===== src/rtl/hazard_scoreboard.sv =====
// ID-stage hazard unit: shadow tracker of in-flight writers (EX..WB),
// multicycle-writer scoreboard, stall/bubble control and flush priority.
module hazard_scoreboard #(
    parameter int NSRC    = 3,
    parameter int STAGES  = 3,
    parameter int ALU_RDY = 1,
    parameter int LD_RDY  = 2,
    parameter int CSR_RDY = 3,
    parameter int CNT_W   = 32
) (
    input  logic                  clk,
    input  logic                  rstn,
    input  logic                  id_valid,
    input  logic [NSRC-1:0][4:0]  id_src_no,
    input  logic [NSRC-1:0]       id_src_used,
    input  logic                  id_early,
    input  logic                  id_wen,
    input  logic [4:0]            id_dst_no,
    input  logic [1:0]            id_kind,
    input  logic                  branch_taken,
    input  logic                  mc_done,
    input  logic                  flush_mem,
    input  logic                  flush_wb,
    output logic                  id_ready,
    output logic                  if_flush,
    output logic                  id_flush,
    output logic                  ex_flush,
    output logic                  mem_flush,
    output logic                  wb_flush,
    output logic                  mc_abort,
    output logic [CNT_W-1:0]      stall_cnt
);

    localparam logic [1:0] K_LD  = 2'd1;
    localparam logic [1:0] K_CSR = 2'd2;
    localparam logic [1:0] K_MC  = 2'd3;

    logic [STAGES:1]      r_vld;
    logic [STAGES:1][4:0] r_dst;
    logic [STAGES:1][1:0] r_kind;
    logic                 r_mc_busy;
    logic [4:0]           r_mc_dst;
    logic [CNT_W-1:0]     r_cnt;

    logic w_op_haz;
    logic w_mc_src;
    logic w_mc_haz;
    logic w_stall;
    logic w_flush;
    logic w_issue;
    logic w_trk_in;

    function automatic int rdy_stage(input logic [1:0] k);
        case (k)
            K_LD:    return LD_RDY;
            K_CSR:   return CSR_RDY;
            default: return ALU_RDY;
        endcase
    endfunction

    // A writer is still unforwardable while it sits before its ready stage;
    // operands consumed in ID need the value one stage earlier.
    always_comb begin
        w_op_haz = 1'b0;
        w_mc_src = 1'b0;
        for (int i = 0; i < NSRC; i++) begin
            if (id_src_used[i] && id_src_no[i] != 5'd0) begin
                for (int s = 1; s <= STAGES; s++) begin
                    if (r_vld[s] && r_dst[s] == id_src_no[i] &&
                        s < rdy_stage(r_kind[s]) + (id_early ? 1 : 0))
                        w_op_haz = 1'b1;
                end
                if (id_src_no[i] == r_mc_dst)
                    w_mc_src = 1'b1;
            end
        end
    end

    assign w_mc_haz = r_mc_busy & ~mc_done &
                      (w_mc_src | (id_kind == K_MC));
    assign w_stall  = id_valid & (w_op_haz | w_mc_haz);
    assign w_flush  = flush_mem | flush_wb;

    always_comb begin
        id_ready  = 1'b1;
        if_flush  = 1'b0;
        id_flush  = 1'b0;
        ex_flush  = 1'b0;
        mem_flush = 1'b0;
        wb_flush  = 1'b0;
        if (flush_wb) begin
            id_ready  = 1'b0;
            if_flush  = 1'b1;
            id_flush  = 1'b1;
            ex_flush  = 1'b1;
            mem_flush = 1'b1;
            wb_flush  = 1'b1;
        end else if (flush_mem) begin
            id_ready  = 1'b0;
            if_flush  = 1'b1;
            id_flush  = 1'b1;
            ex_flush  = 1'b1;
            mem_flush = 1'b1;
        end else if (w_stall) begin
            id_ready  = 1'b0;
            ex_flush  = 1'b1;
        end else if (branch_taken) begin
            id_flush  = 1'b1;
        end
    end

    assign mc_abort  = w_flush & r_mc_busy;
    assign stall_cnt = r_cnt;
    assign w_issue   = id_valid & id_ready;
    assign w_trk_in  = w_issue & id_wen & (id_dst_no != 5'd0) &
                       (id_kind != K_MC);

    always_ff @(posedge clk or negedge rstn) begin
        if (!rstn) begin
            r_vld  <= '0;
            r_dst  <= '0;
            r_kind <= '0;
        end else if (flush_wb) begin
            r_vld  <= '0;
        end else begin
            r_vld[1]  <= w_trk_in & ~flush_mem;
            r_dst[1]  <= id_dst_no;
            r_kind[1] <= id_kind;
            for (int s = 2; s <= STAGES; s++) begin
                r_vld[s]  <= (flush_mem && s <= 2) ? 1'b0 : r_vld[s-1];
                r_dst[s]  <= r_dst[s-1];
                r_kind[s] <= r_kind[s-1];
            end
        end
    end

    // An aborted op never reports mc_done, so any flush frees the unit.
    always_ff @(posedge clk or negedge rstn) begin
        if (!rstn) begin
            r_mc_busy <= 1'b0;
            r_mc_dst  <= 5'd0;
        end else if (w_flush) begin
            r_mc_busy <= 1'b0;
        end else if (w_issue && id_kind == K_MC) begin
            r_mc_busy <= 1'b1;
            r_mc_dst  <= id_wen ? id_dst_no : 5'd0;
        end else if (mc_done) begin
            r_mc_busy <= 1'b0;
        end
    end

    always_ff @(posedge clk or negedge rstn) begin
        if (!rstn)
            r_cnt <= '0;
        else if (w_stall && !w_flush && r_cnt != '1)
            r_cnt <= r_cnt + CNT_W'(1);
    end

endmodule


===== config.mk =====
export PLATFORM = sky130hd
export DESIGN_NAME = hazard_scoreboard
export DESIGN_NICKNAME = d
export VERILOG_FILES = /design/src/rtl/hazard_scoreboard.sv
export SDC_FILE = /design/constraint.sdc
export NUM_CORES = 1
export LEC_CHECK = 0
export CAP_MARGIN = 20
export CORE_MARGIN = 1
export CORE_UTILIZATION = 50
export DETAILED_ROUTE_END_ITERATION = 10
export DONT_BUFFER_PORTS = 1
export SLEW_MARGIN = 20
export SYNTH_ARGS = -nofsm -noshare
export SYNTH_HDL_FRONTEND = slang
export SYNTH_SLANG_ARGS = --single-unit

===== constraint.sdc =====
create_clock -name clk -period 5.7 [get_ports clk]
set_input_delay 1.425 -clock clk [delete_from_list [all_inputs] [get_ports clk]]
set_output_delay 1.425 -clock clk [all_outputs]
set_load 0.02 [all_outputs]

Yosys cells after proc, flatten, opt, wreduce, memory -nomap -nowiden
Cells that the tools add are included. W data, S select, Z words.

Register bits after elaboration: 62. Bits of input ports: 34. Output and inout port bits: 39.

Add/subtract/negate cells: 10. $lt $le $gt $ge: 9. Equal/unequal tests: 21. Multiplexer cells: 50. Bitwise gates (word level): 15. Reductions and logical operators: 31.

Operator list (number): $mux W32 (9); $add A32 B32 Y32 (8); $lt A3 B32 Y1 const A (6); $lt A2 B32 Y1 const A (3); $eq A5 B5 Y1 (12); $mux W1 (36); $add A32 B1 Y32 const B (1); $add A32 B2 Y32 (1); $ne A32 B32 Y1 const B (1); $logic_and A1 B1 Y1 (24); $reduce_bool A5 Y1 (4); $pmux W2 S2 (3); $and A1 B1 Y1 (9); $eq A2 B2 Y1 const B (4); $eq A2 B1 Y1 const B (3); $mux W5 (1); $mux W3 (1); $not A1 Y1 (3); $or A1 B1 Y1 (3); $reduce_bool A3 Y1 (1); $ne A2 B2 Y1 const B (1); $reduce_and A2 Y1 (1); $logic_not A1 Y1 (1).

Depth between registers and ports, before layout
Word-level depth: 29. Mapped depth: 15. Gate-level depth less buffers: 14.

Worst setup path after synthesis
No wires, ideal clock.

Path type: input to output. From: input id_early. To: output id_flush. Arrival time: 3.487 ns. Slack: 0.788 ns. Stages on the path: 10. Buffers on the path: 0. Cells stage by stage: ha_1 inv_1 ha_1 a21o_1 nand2_1 nor4_1 o31a_1 nor4b_4 nor2b_1 o21ai_0.

Longest elaborated chain between the ends: 21.

Ends and longest elaborated chain: start: declaration (line 16) `input logic id_early,`; $mux W1 * (line 70) `s < rdy_stage(r_kind[s]) + (id_early ? 1 : 0))`; $add A32 B32 Y32 (line 70); $lt A2 B32 Y1 (line 70); $logic_and A1 B1 Y1 (line 69) `if (r_vld[s] && r_dst[s] == id_src_no[i] &&`; $mux W1 (3 in a row) (line 69); $mux W1 (line 67) `if (id_src_used[i] && id_src_no[i] != 5'd0) begin`; $mux W1 (3 in a row) (line 69); $mux W1 (line 67); $mux W1 (3 in a row) (line 69); $mux W1 * (line 67); $or A1 B1 Y1 * (line 81) `assign w_stall = id_valid & (w_op_haz | w_mc_haz);`; $and A1 B1 Y1 * (line 81); $mux W1 * (line 104) `end else if (w_stall) begin`; $mux W1 * (line 98) `end else if (flush_mem) begin`; $mux W1 * (line 91) `if (flush_wb) begin`; end: declaration (line 26) `output logic id_flush,`.

Mark *: on every way between the ends. The rest lies on a longest branch, timed or not.

Worst setup path after layout
From: input id_early. To: output id_ready.

Longest elaborated chain between the ends: 21.

Ends and longest elaborated chain: $mux W1 * (line 70); $add A32 B32 Y32 (line 70); $lt A2 B32 Y1 (line 70); $logic_and A1 B1 Y1 (line 69); $mux W1 (3 in a row) (line 69); $mux W1 (line 67); $mux W1 (3 in a row) (line 69); $mux W1 (line 67); $mux W1 (3 in a row) (line 69); $mux W1 * (line 67); $or A1 B1 Y1 * (line 81); $and A1 B1 Y1 * (line 81); $mux W1 * (line 104); $mux W1 * (line 98); $mux W1 * (line 91); end: declaration (line 24) `output logic id_ready,`.

Marks and branches as above.

==> flow_summary.toml <==
[timing]
tns_ps = 0
max-slew-margin-rel_pct = 42.9
slew_violations = 0
post-route-period-util_pct = 84.3
max_freq_mhz = 208
finalWorstSetupSlack_ps = 897
rsz0062_at_grt = "no"
fin_crit_ps = 4800
skew_ps = 6.85
max_slew.worst_pin.slew_ps = 856
hold_viol = 0
holdWs_ps = 507
finalSetupViolations = 0

[status]
status = "complete, no violations"

[floorplan]
ios = 73
start_util_pct = 52.2
chipHeight_um = 89.3
core_area_um2 = 7290
die-area_um2 = 7970
num_rows = 31
die_w_um = 89.3

[cts]
cts_resized = 0
cts-root-buf = "clkbuf_8"
clk_pin_slew_worst_paths_ps = 70
clock_latency_ps = 340
cts.hold.buffers_added = 0
cts_tree = "built"
htree_levels = 3
clk_path_buf_depth = 2
post_cts_buffers = 0
cts.sinks = 62
numCtsBuffers = 9

[setup_path]
cp_data_required_time_ps = 4280
crit_buf_inv = 1
crit_top_cell = "ha_1"
cp_slowest_cell = "nor4b_4"
crit_path_cell_trace = "ha_1 -> inv_1 -> ha_1 -> a21o_1 -> nand2_1 -> nor4_1 -> o31a_1 -> nor4b_4 -> nor2b_1 -> nor2_1"
arrival_ps = 3380
cp-start-kind = "input port"
reg2reg_setup_slack_ps = 2440
cpPeakStageDelay_ps = 370
crit_type = "input port to output pin"
cp_max_fo = 3
end_kind = "output pin"
cpLargestDelayFamily = "simple AND/OR/NAND/NOR gates"

[logic_synthesis]
synth_xor_xnor_area_share_pct = 21.2
synth_ff_type = "dfrtp_1"
yosys_register_bits = 62
yosys.area_share.simple_pct = 21.1
yosysUniqueCellTypes = 42
synthTopCellsByCount = "62 x dfrtp_1, 60 x xor2_1, 32 x xnor2_1, 26 x nor4_1, 23 x nand2_1"
post-synth-top-count-cell = "dfrtp_1"
netlist_area_um2 = 3810
async_reset_ff_share_pct = 100
synth_area_leaders = "dfrtp_1 41%, xor2_1 14%, xnor2_1 7.4%"
synthMuxAreaShare_pct = 7.52
synth_compound_area_share_pct = 3.09
synth-adder-area-share_pct = 1.64
synth_top_area_cell = "dfrtp_1"
yosys_warnings = 0
syn_inst = 382
syn_nets = 421
yosysSeqAreaShare_pct = 40.7
synth_edf_count = 0
yosysTopAreaCellShare_pct = 40.7
synth_top_family_by_area = "XOR/XNOR gates"
syn_area_per_cell_um2 = 9.97

[power]
power.density_nw_per_um2 = 275
p_sw_uw = 284
seqPwrFrac_pct = 48.0
swShare_pct = 25.7
p_clk_share_pct = 39.4
total_power_mw = 1.11
internal_power_uw = 823
pwr-share-comb_pct = 12.6
vdd_ir_drop_max_mv = 0.123
p_leak_nw = 1.80

[placement]
gp_congestion = 0.921
place_ws_ps = 898
dp_cells = 455
dp_hpwl_um = 6450
portBuffers = 0

[global_routing]
overflow = 0
antenna_found_initial = 0
grtUsageTotal_pct = 23.7
grt_pass1_wl_um = 13800
grt_max_degree = 63
grt_pass1_vias = 2642

[detailed_routing]
postRouteAntennaNets = 0
via_per_inst = 5.88
drc = 0
dr.pass1.iters = 5
dr.first_iter.drc_count = 139
routed_wl_um = 8940
wl_per_cell_um = 19.0
vias = 2762

[layout]
final-instance-count-excl-fill = 470
areaGrowthSynthToFinish_pct = 5.95
drive_above_1_share_pct = 11.9
antenna_cells = 0
nNetsFinal = 406

[worst_hold_path]
worstHoldPathType = "flip-flop to flip-flop"

[flow_run]
cap_violations = 0
## cells in the final DEF (no fill, tap or decap), types with 2 or more instances in the layout
master,synthesis,layout
dfrtp_1,62,62
xor2_1,60,60
xnor2_1,32,32
nor4_1,26,26
nand2_1,23,23
nand3_1,21,21
mux2_2,21,21
nor3_1,15,15
nand4_1,14,14
inv_1,11,11
clkbuf_8,0,11
nor2_1,9,9
or4_1,6,6
o21ai_0,5,5
and3_1,5,5
mux2i_1,5,5
ha_1,5,5
a21oi_1,4,4
nor2b_1,4,4
or3_1,4,4
and2_1,3,3
buf_4,2,3
nand2b_1,2,2
and4_1,2,2
bufinv_16,0,2
clkinv_2,0,2
## power by group through the flow
stage / combinational, mW / clock, mW / sequential (mW)
final: 0.139 / 0.437 / 0.532
after global routing: 0.156 / 0.462 / 0.535
after CTS: 0.141 / 0.447 / 0.531
after detailed placement: 0.139 / 0 / 0.540
after global placement: 0.135 / 0 / 0.541
after floorplan: 0.139 / 0 / 0.517
## per-stage QoR
stage | util, % | instance area, um^2
6_report | 55.3 | 4040
5_1_grt | 55.3 | 4040
4_1_cts | 55.3 | 4040
3_5_place_dp | 52.3 | 3810
3_3_place_gp | 52.3 | 3810
2_1_floorplan | - | 3810
## final cells by class
cell class	count	area, um^2
clock buffers	11	151
clock inverters	4	70.1
fillers	670	3260
inverters	11	41.3
multi-input cells	280	2070
flip-flops and latches	62	1550
well taps	99	124
repair buffers	3	22.5
## cell families (layout without fill, tap and decap cells)
group                      after synthesis  after routing
DFF                                     62             62
xor gates and xnor gates                92             92
AOI/OAI and AO/OA                       17             17
adders and majority gates                5              5
muxes                                   26             26
and+or+nand+nor                        140            140
buffers and inverters                   40             29
## metal layers
metal,vias up,track usage [%],part of all wire (%)
met2,109,36.8,47
met5,-,0,0
met4,0,7.79,1.4
met3,13,8.31,7.4
li1,1305,-,-
met1,1335,31.0,44
## final timing paths
kind / startpoint / to / depth (start not counted)
max: id_early / id_ready / 10
min: r_vld[2] / r_vld[3] / 1
max reg2reg: r_kind[2] / stall_cnt[1] / 13
min reg2reg: r_vld[2] / r_vld[3] / 1
max in group asynchronous: rstn / r_dst[12] / 0
min in group asynchronous: rstn / stall_cnt[18] / 0
## state kept, by name (all words and copies together) (netlist names)
signal     count
r_kind         6
stall_cnt     32
r_mc_busy      1
r_mc_dst       5
r_vld          3
r_dst         15
## worst reg2reg max path: cells and delay by family, from the launching register on
family | cells | cell delay (ps)
fa+ha+maj | 3 | 620
simple gates | 4 | 800
mux | 1 | 340
flops | 1 | 390
compound gates | 2 | 490
buf+inv | 3 | 510
(Power assumes the default switching activity.)
